==> src/rtl/nibble_serial_add_seq.sv <==
// nibble_serial_add_seq
// Adds two 4*NIBBLES-bit operands by reusing one 4-bit generate/propagate
// slice once per clock. Nibble 0 (the least significant) is processed first.
// The carry between nibbles is held in a register.
//
// Handshake (both ports): a transfer happens on a rising edge where valid
// and ready are both high. The input side is ready only in IDLE. Once the
// output side raises out_valid, it holds the result stable until out_ready
// is seen. The requester keeps its operands stable until they are taken.
module nibble_serial_add_seq #(
  parameter int NIBBLES = 4,
  localparam int W = 4 * NIBBLES
) (
  input  logic         clk,
  input  logic         rst,
  input  logic         in_valid,
  output logic         in_ready,
  input  logic [W-1:0] a,
  input  logic [W-1:0] b,
  input  logic         cin,
  output logic         out_valid,
  input  logic         out_ready,
  output logic [W-1:0] sum,
  output logic         cout,
  output logic         ovf,
  output logic         busy
);

  // idx needs at least one bit, even when there is a single nibble
  localparam int IW = (NIBBLES > 1) ? $clog2(NIBBLES) : 1;

  localparam logic [1:0] IDLE = 2'd0;
  localparam logic [1:0] RUN  = 2'd1;
  localparam logic [1:0] DONE = 2'd2;

  logic [1:0]    state;
  logic [IW-1:0] idx;
  logic          carry_reg;
  logic [W-1:0]  a_q;
  logic [W-1:0]  b_q;

  // slice signals for the nibble currently selected by idx
  logic [3:0] a_n;
  logic [3:0] b_n;
  logic [3:0] g;
  logic [3:0] p;
  logic [4:0] c;
  logic [3:0] s;
  logic       last;

  assign in_ready = (state == IDLE);
  assign busy     = (state == RUN) || (state == DONE);
  assign last     = (idx == IW'(NIBBLES - 1));

  // pick the active nibble from the latched operands
  always_comb begin
    a_n = 4'd0;
    b_n = 4'd0;
    for (int k = 0; k < NIBBLES; k++) begin
      if (idx == IW'(k)) begin
        a_n = a_q[4*k +: 4];
        b_n = b_q[4*k +: 4];
      end
    end
  end

  // one 4-bit generate/propagate adder slice; the carry enters from carry_reg
  always_comb begin
    g    = a_n & b_n;
    p    = a_n ^ b_n;
    c    = 5'd0;
    c[0] = carry_reg;
    for (int i = 0; i < 4; i++) begin
      c[i+1] = g[i] | (c[i] & p[i]);
    end
    s = p ^ c[3:0];
  end

  // sequencer: accept, run one nibble per clock, hold the result until taken
  always_ff @(posedge clk) begin
    if (rst) begin
      state     <= IDLE;
      idx       <= '0;
      carry_reg <= 1'b0;
      a_q       <= '0;
      b_q       <= '0;
      sum       <= '0;
      cout      <= 1'b0;
      ovf       <= 1'b0;
      out_valid <= 1'b0;
    end else begin
      case (state)
        IDLE: begin
          if (in_valid) begin
            a_q       <= a;
            b_q       <= b;
            carry_reg <= cin;
            idx       <= '0;
            sum       <= '0;
            state     <= RUN;
          end
        end
        RUN: begin
          for (int k = 0; k < NIBBLES; k++) begin
            if (idx == IW'(k)) begin
              sum[4*k +: 4] <= s;
            end
          end
          carry_reg <= c[4];
          idx       <= idx + 1'b1;
          if (last) begin
            // on the top nibble, c[3] is the carry into the sign bit
            cout      <= c[4];
            ovf       <= c[3] ^ c[4];
            out_valid <= 1'b1;
            state     <= DONE;
          end
        end
        DONE: begin
          if (out_ready) begin
            out_valid <= 1'b0;
            state     <= IDLE;
          end
        end
        default: state <= IDLE;
      endcase
    end
  end

endmodule

==> config.mk <==
export PLATFORM = sky130hd
export DESIGN_NAME = nibble_serial_add_seq
export DESIGN_NICKNAME = d
export VERILOG_FILES = /design/src/rtl/nibble_serial_add_seq.sv
export SDC_FILE = /design/constraint.sdc
export NUM_CORES = 1
export LEC_CHECK = 0
export CORE_AREA = 4 4 87 89
export DETAILED_ROUTE_END_ITERATION = 6
export DIE_AREA = 0 0 91 93
export PLACE_DENSITY_LB_ADDON = 0.1
export SKIP_CTS_REPAIR_TIMING = 1
export SLEW_MARGIN = 20
export SYNTH_ARGS = -nofsm -noshare
export SYNTH_HDL_FRONTEND = slang
export SYNTH_SLANG_ARGS = --single-unit
==> constraint.sdc <==
create_clock -name clk -period 3.7 [get_ports clk]
set_clock_uncertainty 0.15 [all_clocks]
set_input_delay 0.555 -clock clk [delete_from_list [all_inputs] [get_ports clk]]
set_output_delay 0.555 -clock clk [all_outputs]
set_load 0.02 [all_outputs]
; Word level (Yosys, flattened, before mapping)
; Cells that the tools add are included.
[classes]
n_addsub = 1
mul = 0
div_mod_pow = 0
order_cmp = 0
n_eq_ne = 11
n_shift = 0
mux = 25
bitwise_logic = 12
n_reduce_logical = 14
[ops]
columns = cell, count
row1 = 2-to-1 mux 4 bit, 12
row2 = case mux 16 bit (2 select lines), 1
row3 = AND reduction 3 bit, 6
row4 = 2-to-1 mux 16 bit, 1
row5 = 2-to-1 mux 2 bit, 4
row6 = XOR 4 bit, 2
row7 = "equality test 2 bit, second input constant", 3
row8 = "inequality test 2 x 1 -> 1 bit, second input constant", 3
row9 = "inequality test 2 bit, second input constant", 3
row10 = case mux 2 bit (3 select lines), 1
row11 = AND reduction 2 bit, 3
row12 = AND 1 bit, 4
row13 = AND 4 bit, 1
row14 = "equality test 2 x 1 -> 1 bit, second input constant", 2
row15 = zero test 2 bit, 2
row16 = bitwise OR 1 bit, 4
row17 = case mux 1 bit (2 select lines), 2
row18 = case mux 2 bit (2 select lines), 1
row19 = nonzero test 2 bit, 2
row20 = 2-to-1 mux 1 bit, 3
row21 = "adder 2 x 1 -> 2 bit, second input constant", 1
row22 = logical OR 1 bit, 1
row23 = XOR 1 bit, 1
[totals]
ff_bits = 56
latch_bits = 0
ramBits = 0
romBits = 0
input_bits = 37
output_inout_bits = 21
word_cells = 75
n_memories = 0

; Longest topological paths before layout
[logic_depth]
depth_word = 15
depth_mapped = 15
ltp_nobuf = 14

; Least setup slack after synthesis
; Ideal clock, no wire load.
[synth_timing]
kind = register to register
startpoint = reg idx[0]
endpoint = reg carry_reg
setup_ps = 122
arrival_ps = 3148
required_ps = 3428
slack_ps = 281
stages_incl_launch_ff = 16
n_path_buf = 2
period_less_slack_ps = 3419
cell_sequence = dfxtp_1 inv_1 ha_1 buf_2 buf_2 a21oi_1 a22o_1 fa_1 inv_1 fa_1 inv_1 fa_1 fa_1 mux2_2 o221ai_1 a21oi_1
[synth_between]
elab_chain_len = 15
elab_cells_between_ends = 23
classes_between = 3 x eq/ne / 9 x mux / 10 x bitwise / 1 x reduce/logical
[synth_rtl]
columns = element, line
row1 = "start, declared", 37  ; logic [IW-1:0] idx;
row2 = "start signal, assigned", 110  ; idx <= idx + 1'b1;
row3 = zero test 2 bit, 60  ; if (idx == IW'(k)) begin
row4 = 2-to-1 mux 4 bit (4 in a row), 60
row5 = XOR 4 bit, 70  ; p = a_n ^ b_n;
row6 = AND 1 bit, 74  ; c[i+1] = g[i] | (c[i] & p[i]);
row7 = bitwise OR 1 bit, 74
row8 = AND 1 bit, 74
row9 = bitwise OR 1 bit, 74
row10 = AND 1 bit, 74
row11 = bitwise OR 1 bit, 74
row12 = AND 1 bit, 74
row13 = bitwise OR 1 bit (*), 74
row14 = named net c[4], 47  ; logic [4:0] c;
row15 = case mux 1 bit (2 select lines) (*), 92  ; case (state)
row16 = "end signal, assigned", 97  ; carry_reg <= cin;
row17 = "end signal, assigned", 109  ; carry_reg <= c[4];
row18 = "end, declared", 38  ; logic carry_reg;
; The timed path passes the listed nets; every way through them passes the cells marked *.
; A chain may end at the register's enable or synchronous reset.

; Final worst setup path
[layout_timing]
startpoint = reg idx[1]
endpoint = reg carry_reg
; Same word-level chain as after synthesis.

==> flow_summary.ini <==
[global_route]
antenna_found_initial = 0
grt_pass1_wl_um = 10100
grtUsageTotal_pct = 14.4
grt_pass1_vias = 2130
grt_start_max_net_pins = 39
gr-total-overflow = 0

[floorplan]
core.rowCount = 30
core_mm2 = 0.00676
die_y_um = 93
initial_core_util_pct = 39.5
ios = 58
fp.dieW_um = 91
dieArea_mm2 = 0.00846

[cts]
path_clk_slew_ns = 0.10
insertion_delay_ns = 0.31
numCtsBuffers = 5
cts-root-buf = clkbuf_8
clkSinkCount = 56
max-clock-path-buffers = 2
cts_tree = yes
h-tree-depth = 2

[cells_and_area]
layout-drive-gt1-share_pct = 7.55
areaGrowthSynthToFinish_pct = 25.7
instances_no_fill = 451
fin_nets = 418
antenna-diode-count = 0
top_regs = a_q: 16 flops, b_q: 16 flops, sum: 16 flops

[routing]
via_per_inst = 4.99
drc = 0
ant_nets = 0
dr.pass1.iters = 4
vias = 2250
drt_iter0_drc = 47
routedWlPerCell_um = 13.3
routed_wl_um = 6000

[timing]
finalSetupTns_ns = 0
fmax_mhz = 288
worstMarginPinSlew_ns = 0.713
fin_crit_sh_pct = 93.9
min_period_ns = 3.47
finalHoldViolations = 0
rsz0062_at_grt = false
setup_violations = 0
final_max_slew_viol_count = 0
slew_headroom_pct = 52.4

[yosys]
syn-num-nets = 370
syn_area_per_cell_um2 = 8.30
yosysWarnings = 0
netlist_instances = 322
synth_cell_types = 35
yosysSeqAreaShare_pct = 42.0
ys_ff_latch = 56
synth_area_mm2 = 0.00267

[critical_path]
worst_setup_path_start_kind = register
r2r_end = carry_reg
reg2reg_depth = 14
arrival_ns = 3.50
worstSetupPathType = reg -> reg
path_max_fanout = 11
cp.required_ns = 3.72
cp-end-kind = register
timing.rr.start = idx[1]
r2r_slack_ns = 0.23

[placed_design]
place_hpwl_um = 4390
port_buffers = 57
place_inst = 443
gp_congestion = 0.825

[min_path]
min_path_cells = 2
holdCritStartpoint = a_q[10]
worstHoldPathType = reg -> reg
hold_end = a_q[10]

[status]
status = complete, no violations

[power_and_ir_drop]
p_per_area_mw_per_mm2 = 422
peakVddDrop_v = 0.000173
p_leak_nw = 1.28

[flow_run]
cap_viol_max_count = 0
[synthesized netlist by cell type (all sizes together)]
library cell | count | area share, %
a2111oi | 1 | 0.37
a21oi | 53 | 9.9
a22o | 6 | 2.0
a22oi | 2 | 0.56
a32oi | 2 | 0.66
and2 | 1 | 0.23
buf | 19 | 4.4
clkbuf | 5 | 0.70
dfxtp | 56 | 42
fa | 4 | 3.0
ha | 7 | 3.3
inv | 17 | 2.6
mux2 | 2 | 0.98
mux2i | 17 | 6.4
nand2 | 95 | 13
nand3 | 4 | 0.75
nor2 | 3 | 0.42
nor2b | 3 | 0.70
nor3 | 2 | 0.37
o21a | 1 | 0.28
o21ai | 12 | 3.9
o221ai | 1 | 0.33
o311a | 1 | 0.37
o311ai | 1 | 0.33
o31ai | 1 | 0.28
o41ai | 1 | 0.33
or2 | 2 | 0.47
or3 | 1 | 0.42
xnor2 | 1 | 0.33
xor2 | 1 | 0.33
[critical path, stage by stage, from the launching register on]
cell      delay [ns]
dfxtp_1         0.42
inv_1           0.09
ha_2            0.24
a21oi_1         0.14
o21ai_0         0.10
a22o_1          0.21
fa_1            0.38
inv_1           0.08
fa_1            0.15
inv_1           0.06
fa_1            0.42
fa_2            0.40
mux2_2          0.28
o221ai_1        0.16
a21oi_1         0.06
[power by group]
group | internal (mW) | total [mW] | switching [mW]
logic | 0.181 | 0.407 | 0.226
registers | 0.653 | 0.683 | 0.0305
clock network | 0.135 | 0.328 | 0.193
[per-layer routing]
| metal | global-route usage [%] | share of wire (%) | up-vias |
|---|---|---|---|
| met5 | 0 | 0 | - |
| met4 | 4.40 | 1.7 | 0 |
| met3 | 3.22 | 5.6 | 7 |
| met2 | 24.0 | 47 | 64 |
| met1 | 18.5 | 46 | 1012 |
| li1 | - | - | 1167 |
[logic make-up after synthesis]
group	after synthesis	share of synthesized area, %
buf+inv	41	7.68
compound gates	82	19.3
flops	56	42.0
mux	19	7.35
simple gates	111	16.7
fa+ha+maj	11	6.28
xor+xnor	2	0.656
[cell usage in the layout (no fill, tap or decap), types with 2 or more instances in the layout]
| cell type | synthesis | final |
|---|---|---|
| or2_2 | 2 | 2 |
| clkdlybuf4s50_1 | 0 | 57 |
| nor2_1 | 3 | 3 |
| mux2i_1 | 17 | 17 |
| nor2b_1 | 3 | 3 |
| dfxtp_1 | 56 | 55 |
| nand3_1 | 4 | 4 |
| clkbuf_8 | 0 | 5 |
| ha_1 | 7 | 6 |
| buf_4 | 4 | 8 |
| nor3_1 | 2 | 2 |
| o21ai_4 | 4 | 4 |
| fa_1 | 4 | 3 |
| nand2_1 | 95 | 95 |
| o21ai_0 | 8 | 8 |
| inv_1 | 16 | 16 |
| inv_6 | 1 | 2 |
| a22oi_1 | 2 | 2 |
| a32oi_1 | 2 | 2 |
| a21oi_1 | 53 | 53 |
| a22o_1 | 6 | 6 |
[worst max-delay path by stage]
stage | startpoint | to | cells past startpoint
global route | idx[1] | carry_reg | 14
detailed placement | idx[1] | carry_reg | 14
CTS | idx[1] | carry_reg | 14
floorplan | idx[0] | carry_reg | 15
global placement | idx[1] | carry_reg | 14
finish | idx[1] | carry_reg | 14
[stage by stage]
step           total power, mW  util, %  hold slack, ns  setup WS, ns  area, um2
2_1_floorplan            0.991        -           0.286         0.281       2670
3_3_place_gp              1.10     48.3           0.294         0.206       3270
3_5_place_dp              1.11     48.3           0.302         0.101       3270
4_1_cts                   1.44     49.6           0.316        0.0615       3350
5_1_grt                   1.51     49.7           0.332        0.0620       3360
6_report                  1.42     49.7           0.311         0.227       3360
[final cells by class]
cell class | count | area (um2)
multi-input cells | 225 | 1350
clock inverters | 2 | 13.8
well taps | 80 | 100
repair buffers | 65 | 631
clock buffers | 6 | 72.6
flip-flops and latches | 56 | 1120
fillers | 694 | 3400
inverters | 17 | 68.8
No activity file was read; power rests on OpenSTA's default activity.
